--- src/rtl/note_highlight_sched_if.sv ---
// ============================================================================
// note_highlight_sched_if : plotter draw-request handshake bundle
// Rev 1.0
// ============================================================================
`default_nettype none

interface note_highlight_sched_if;
  logic       oStart;
  logic [3:0] oNote;
  logic [2:0] oColour;
  logic       oBusy;
  logic       iDone;

  modport master (output oStart, output oNote, output oColour, output oBusy, input iDone);
  modport slave  (input oStart, input oNote, input oColour, input oBusy, output iDone);
endinterface

`default_nettype wire

--- src/rtl/note_highlight_sched.sv ---
// ============================================================================
// note_highlight_sched : round-robin key-highlight redraw scheduler, one
// outstanding plotter request at a time. Optional power-up repaint: NOTE_SCHED_CLEAR_EN
// Rev 1.0
// ============================================================================
`default_nettype none

module note_highlight_sched #(
  parameter logic [2:0]  HI_COLOUR  = 3'b110,
  parameter logic [2:0]  NAT_COLOUR = 3'b111,
  parameter logic [2:0]  SHP_COLOUR = 3'b000,
  parameter logic [15:0] TIMEOUT    = 16'd2000
) (
  input  wire logic               iClock,
  input  wire logic               iResetn,
  input  wire logic [11:0]        iNotes,
  note_highlight_sched_if.master  plot,
  output logic                    oErr,
  output logic [2:0]              oState
);

  typedef enum logic [2:0] {
    ST_SCAN   = 3'd0,
    ST_ISSUE  = 3'd1,
    ST_WAIT   = 3'd2,
    ST_COMMIT = 3'd3,
    ST_CLEAR  = 3'd4
  } state_t;

  // Sharp keys 1,3,6,8,10
  localparam logic [11:0] C_SHARP_MASK = 12'h54A;

`ifdef NOTE_SCHED_CLEAR_EN
  localparam state_t C_RESET_STATE = ST_CLEAR;
`else
  localparam state_t C_RESET_STATE = ST_SCAN;
`endif

  state_t      state_q, state_d;
  logic [11:0] shown_q, shown_d;
  logic [3:0]  ptr_q, ptr_d;
  logic [15:0] wcnt_q, wcnt_d;
  logic [3:0]  note_q, note_d;
  logic [2:0]  colour_q, colour_d;
  logic        val_q, val_d;
  logic        err_q, err_d;
`ifdef NOTE_SCHED_CLEAR_EN
  logic        clr_q, clr_d;
`endif

  function automatic logic [3:0] next_ptr(input logic [3:0] p);
    return (p == 4'd11) ? 4'd0 : p + 4'd1;
  endfunction

  function automatic logic [2:0] rest_colour(input logic [3:0] k);
    return C_SHARP_MASK[k] ? SHP_COLOUR : NAT_COLOUR;
  endfunction

  always_comb begin
    state_d  = state_q;
    shown_d  = shown_q;
    ptr_d    = ptr_q;
    wcnt_d   = wcnt_q;
    note_d   = note_q;
    colour_d = colour_q;
    val_d    = val_q;
    err_d    = err_q;
`ifdef NOTE_SCHED_CLEAR_EN
    clr_d    = clr_q;
`endif
    case (state_q)
      ST_SCAN: begin
        if (iNotes[ptr_q] != shown_q[ptr_q]) begin
          note_d   = ptr_q;
          val_d    = iNotes[ptr_q];
          colour_d = iNotes[ptr_q] ? HI_COLOUR : rest_colour(ptr_q);
          state_d  = ST_ISSUE;
        end else begin
          ptr_d = next_ptr(ptr_q);
        end
      end
      ST_ISSUE: begin
        wcnt_d  = 16'd0;
        state_d = ST_WAIT;
      end
      ST_WAIT: begin
        if (plot.iDone || (wcnt_q == TIMEOUT - 16'd1)) begin
          if (!plot.iDone)
            err_d = 1'b1;
`ifdef NOTE_SCHED_CLEAR_EN
          // Repaint draws never commit; shadow is forced to 0 once done
          if (clr_q) begin
            if (ptr_q == 4'd11) begin
              ptr_d   = 4'd0;
              shown_d = 12'd0;
              clr_d   = 1'b0;
              state_d = ST_SCAN;
            end else begin
              ptr_d   = ptr_q + 4'd1;
              state_d = ST_CLEAR;
            end
          end else
`endif
          if (plot.iDone) begin
            state_d = ST_COMMIT;
          end else begin
            ptr_d   = next_ptr(ptr_q);
            state_d = ST_SCAN;
          end
        end else begin
          wcnt_d = wcnt_q + 16'd1;
        end
      end
      ST_COMMIT: begin
        shown_d[note_q] = val_q;
        ptr_d           = next_ptr(ptr_q);
        state_d         = ST_SCAN;
      end
`ifdef NOTE_SCHED_CLEAR_EN
      ST_CLEAR: begin
        note_d   = ptr_q;
        val_d    = 1'b0;
        colour_d = rest_colour(ptr_q);
        state_d  = ST_ISSUE;
      end
`endif
      default: state_d = ST_SCAN;
    endcase
  end

  always_ff @(posedge iClock or negedge iResetn) begin
    if (!iResetn) begin
      state_q  <= C_RESET_STATE;
      shown_q  <= 12'd0;
      ptr_q    <= 4'd0;
      wcnt_q   <= 16'd0;
      note_q   <= 4'd0;
      colour_q <= 3'd0;
      val_q    <= 1'b0;
      err_q    <= 1'b0;
`ifdef NOTE_SCHED_CLEAR_EN
      clr_q    <= 1'b1;
`endif
    end else begin
      state_q  <= state_d;
      shown_q  <= shown_d;
      ptr_q    <= ptr_d;
      wcnt_q   <= wcnt_d;
      note_q   <= note_d;
      colour_q <= colour_d;
      val_q    <= val_d;
      err_q    <= err_d;
`ifdef NOTE_SCHED_CLEAR_EN
      clr_q    <= clr_d;
`endif
    end
  end

  // Decoded from the state flop so reset drops them without waiting for a clock
  assign plot.oStart  = (state_q == ST_ISSUE);
  assign plot.oBusy   = (state_q != ST_SCAN);
  assign plot.oNote   = note_q;
  assign plot.oColour = colour_q;
  assign oErr         = err_q;
  assign oState       = state_q;

endmodule

`default_nettype wire

--- src/flat_wrapper.sv ---
// flat-port wrapper written by rule: the top's interface ports become plain ports
module note_highlight_sched_flat 
#(
  parameter logic [2:0]  HI_COLOUR  = 3'b110,
  parameter logic [2:0]  NAT_COLOUR = 3'b111,
  parameter logic [2:0]  SHP_COLOUR = 3'b000,
  parameter logic [15:0] TIMEOUT    = 16'd2000
)
  (iClock, iResetn, iNotes, oErr, oState, plot_oStart, plot_oNote, plot_oColour, plot_oBusy, plot_iDone);
  note_highlight_sched_if plot_i ();
  input  wire logic iClock;
  input  wire logic iResetn;
  input  wire logic [11:0] iNotes;
  output logic oErr;
  output logic [2:0] oState;
  output wire logic [$bits(plot_i.oStart)-1:0] plot_oStart;
  output wire logic [$bits(plot_i.oNote)-1:0] plot_oNote;
  output wire logic [$bits(plot_i.oColour)-1:0] plot_oColour;
  output wire logic [$bits(plot_i.oBusy)-1:0] plot_oBusy;
  input wire logic [$bits(plot_i.iDone)-1:0] plot_iDone;
  assign plot_oStart = plot_i.oStart;
  assign plot_oNote = plot_i.oNote;
  assign plot_oColour = plot_i.oColour;
  assign plot_oBusy = plot_i.oBusy;
  assign plot_i.iDone = plot_iDone;
  note_highlight_sched #(.HI_COLOUR(HI_COLOUR), .NAT_COLOUR(NAT_COLOUR), .SHP_COLOUR(SHP_COLOUR), .TIMEOUT(TIMEOUT)) u_core (.iClock(iClock), .iResetn(iResetn), .iNotes(iNotes), .plot(plot_i), .oErr(oErr), .oState(oState));
endmodule
--- config.mk ---
export PLATFORM = sky130hd
export DESIGN_NAME = note_highlight_sched_flat
export DESIGN_NICKNAME = d
export VERILOG_FILES = /design/src/rtl/note_highlight_sched_if.sv /design/src/rtl/note_highlight_sched.sv /design/src/flat_wrapper.sv
export SDC_FILE = /design/constraint.sdc
export NUM_CORES = 1
export LEC_CHECK = 0
export CORE_MARGIN = 3
export CORE_UTILIZATION = 55
export DETAILED_ROUTE_END_ITERATION = 10
export PLACE_DENSITY = 0.77
export SETUP_SLACK_MARGIN = 0.1
export SLEW_MARGIN = 15
export SYNTH_ARGS = -nofsm -noshare
export SYNTH_HDL_FRONTEND = slang
export SYNTH_SLANG_ARGS = --single-unit
--- constraint.sdc ---
create_clock -name iClock -period 3.09 [get_ports iClock]
set_input_delay 0.4635 -clock iClock [delete_from_list [all_inputs] [get_ports iClock]]
set_output_delay 0.4635 -clock iClock [all_outputs]
set_load 0.01 [all_outputs]
==> results.txt <==
Pwr per Cell Area = 903 mW/mm^2
syn_area_per_cell = 10.1 um^2
main flop type after synthesis = dfrtp_1
status = complete, no violations
clk_skew = 0.00966 ns
RSZ-0062 raised after global routing = false
Overflow after GRT = 0
critical path's top delay family = multiplexers
largest net degree at the start of global routing = 43
CTS Buf Count = 5
register bit total from synthesis = 42
slowest CP cell = mux4_1
Critical Setup Path Class = flip-flop to flip-flop
fin util = 67.4%
wire per inst = 15.8 um
vias in the first global route = 1783
Post-synth EDFFs = 0
DRT iter0 DRCs = 167
CTS Buffer Depth = 2
core area = 0.00406 mm^2
gr usage total = 20.8%
post-synth cell types = 45
hold crit path type = input port to async pin
fin crit period = 2.69 ns
ANT nets after route = 0
CTS Hold Bufs = 0
fmax = 372 MHz
first-pass GRT wire length = 8.36 mm
postcts setup bufs = 0
clk sinks = 42
area grow syn2layout = 16.3%
die area = 0.00510 mm^2
CP endpoint kind = flip-flop
final setup fails = 0
row count = 23
via/cell ratio = 6.02
CTS tree = built
clk_lat worst skew = 0.30 ns
number of remaining DRC errors = 0
# diodes = 0
I/O pins = 28
Arrival @ worst endpoint = 2.87 ns
die height = 71.4 um
post-DP HPWL = 3.44 mm
worst-path cell chain = mux4_1, mux2i_1, xor2_1, nor2_1, or3_1, mux2_4
Worst EP required = 3.27 ns
CTS H-tree lvls = 2
number of cells on the critical path = 6
post-synthesis sequential area ratio = 44.7%
Critical path destination = u_core.plot.oNote[0]
R2R cell count = 6
Max Slew Vio Count = 0
Final nets = 278
Critical Path Start = u_core.ptr_q[1]
initial antenna violation count = 0
synthesized net count = 250
reg2reg setup slack = 0.40 ns
ratio of final minimum period to clock period = 87.1%
Worst VDD drop = 0.000491 V
crit-path max FO = 8
slew of the pin with the lowest slew margin = 0.932 ns
initial core utilization = 58.0%
Yosys warnings = 0
Final Instance Area = 0.00274 mm^2
Placer Congestion = 0.880
clock-pin slew on the worst setup and hold paths = 0.08 ns
max-cap violations = 0
ys async rst share = 100%
final setup TNS = 0 ns
worst reg2reg path endpoint = u_core.plot.oNote[0]
Final Hold Viols = 0
port bufs = 26
die span in x = 71.4 um
Rel. slew slack = 37.9%
placed instance area = 0.00265 mm^2
CP Buf/Inv Count = 0
TritonRoute pass-1 iters = 4
Pleak = 1.20 nW
worst reg2reg path startpoint = u_core.ptr_q[1]
CP startpoint kind = flip-flop
layout cell share with drive strength beyond 1 = 12.6%
Syn Inst Count = 232
total number of vias = 1873
Root Driver = clkbuf_8
Detailed Route WL = 4.90 mm
mapped cell area = 0.00235 mm^2
CP peak stage delay = 0.63 ns
Resized cells post-CTS = 0
synthesized netlist by cell type (2+ instances only):
| cell | number | area [um^2] |
|---|---|---|
| buf_4 | 2 | 15.0 |
| a21o_1 | 2 | 15.0 |
| o22ai_1 | 2 | 12.5 |
| ha_1 | 3 | 37.5 |
| and3_1 | 3 | 18.8 |
| clkbuf_1 | 5 | 18.8 |
| nand3_1 | 11 | 55.1 |
| a31oi_1 | 3 | 18.8 |
| nor2b_1 | 2 | 12.5 |
| mux2_4 | 5 | 75.1 |
| inv_1 | 7 | 26.3 |
| o31ai_1 | 7 | 52.6 |
| buf_6 | 2 | 22.5 |
| nand2b_1 | 6 | 37.5 |
| o21ai_0 | 21 | 105 |
| dfrtp_1 | 42 | 1050 |
| or3_1 | 3 | 18.8 |
| nor2_1 | 19 | 71.3 |
| nand2_1 | 22 | 82.6 |
| and2_0 | 5 | 31.3 |
| mux2_2 | 14 | 158 |
| and2_1 | 2 | 12.5 |
| xor2_1 | 3 | 26.3 |
| nand4_1 | 4 | 25.0 |
| mux4_1 | 4 | 105 |
| a21oi_1 | 5 | 25.0 |
| nor3_1 | 4 | 20.0 |
| mux2i_1 | 7 | 70.1 |
routing by layer:
layer / wire length (um) / vias to the layer above / track usage (%)
met1: 2400 / 921 / 29.6
met2: 2230 / 50 / 31.4
li1: - / 893 / -
met3: 220 / 9 / 4.49
met4: 52 / 0 / 7.52
met5: 0 / - / 0
layout by cell type (no fill, tap or decap), types with 5 or more instances in the layout:
cell / n
nand2b_1: 6
o21ai_0: 21
and2_0: 5
nor2_1: 19
mux2_2: 14
clkdlybuf4s50_1: 25
nand3_1: 11
clkbuf_8: 6
nand2_1: 22
dfrtp_1: 42
inv_1: 7
o31ai_1: 7
mux2i_1: 7
a21oi_1: 5
mux2_4: 5
layout make-up:
class / instances / area (um^2)
inverters: 7 / 26.3
fillers: 316 / 1320
clock inverters: 1 / 5.00
flip-flops and latches: 42 / 1050
repair buffers: 30 / 285
well taps: 50 / 62.6
clock buffers: 7 / 86.3
multi-input cells: 174 / 1220
worst register-to-register path, delay by kind of cell, from the launching register on:
kind / cells / cell delay, ns
XOR/XNOR: 1 / 0.20
multiplexers: 3 / 1.20
AND/OR/NAND/NOR: 2 / 0.58
flip-flops: 1 / 0.60
worst min path at each step:
stage                                start                to  slack [ns]  depth (start not counted)
after global routing               iResetn   u_core.ptr_q[1]        0.36                          1
after detailed placement  u_core.wcnt_q[8]  u_core.wcnt_q[8]        0.46                          1
after CTS                          iResetn      u_core.val_q        0.34                          1
after global placement    u_core.wcnt_q[8]  u_core.wcnt_q[8]        0.47                          1
final                              iResetn   u_core.ptr_q[1]        0.31                          1
after floorplan                    iResetn       u_core.oErr        0.17                          0
state kept, by name (all words and copies together), names as in the netlist:
register,flops
u_core.plot.oColour,2
u_core.plot.oNote,4
u_core.val_q,1
u_core.wcnt_q,16
u_core.oState,2
u_core.ptr_q,4
u_core.shown_q,12
u_core.oErr,1
power breakdown:
group          internal [W]  switching (W)  leakage, nW
logic              0.000629       0.000544        0.614
clock network      0.000180       0.000188       0.0482
registers          0.000711       0.000219        0.538
total               0.00152       0.000951         1.20
logic make-up (layout without fill, tap and decap cells):
| kind of cell | after synthesis | after routing | share of synthesized area [%] |
|---|---|---|---|
| and+or+nand+nor | 86 | 86 | 17.9 |
| other | 1 | 1 | 0.159 |
| AOI/OAI and AO/OA | 49 | 49 | 12.8 |
| xor gates and xnor gates | 4 | 4 | 1.49 |
| muxes | 31 | 31 | 17.9 |
| buffers and inverters | 16 | 45 | 3.51 |
| DFF | 42 | 42 | 44.7 |
| adders and majority gates | 3 | 3 | 1.60 |
stage by stage:
step | instances | hold slack, ns | setup slack [ns] | total power [W]
3_5_place_dp | 303 | 0.464 | 0.262 | 0.00211
3_3_place_gp | 303 | 0.469 | 0.306 | 0.00208
6_report | 311 | 0.306 | 0.399 | 0.00247
4_1_cts | 311 | 0.335 | 0.381 | 0.00247
5_1_grt | 311 | 0.363 | 0.260 | 0.00264
2_1_floorplan | 232 | 0.168 | 0.695 | 0.00174
Note: power is estimated with default switching activity, not from simulation.
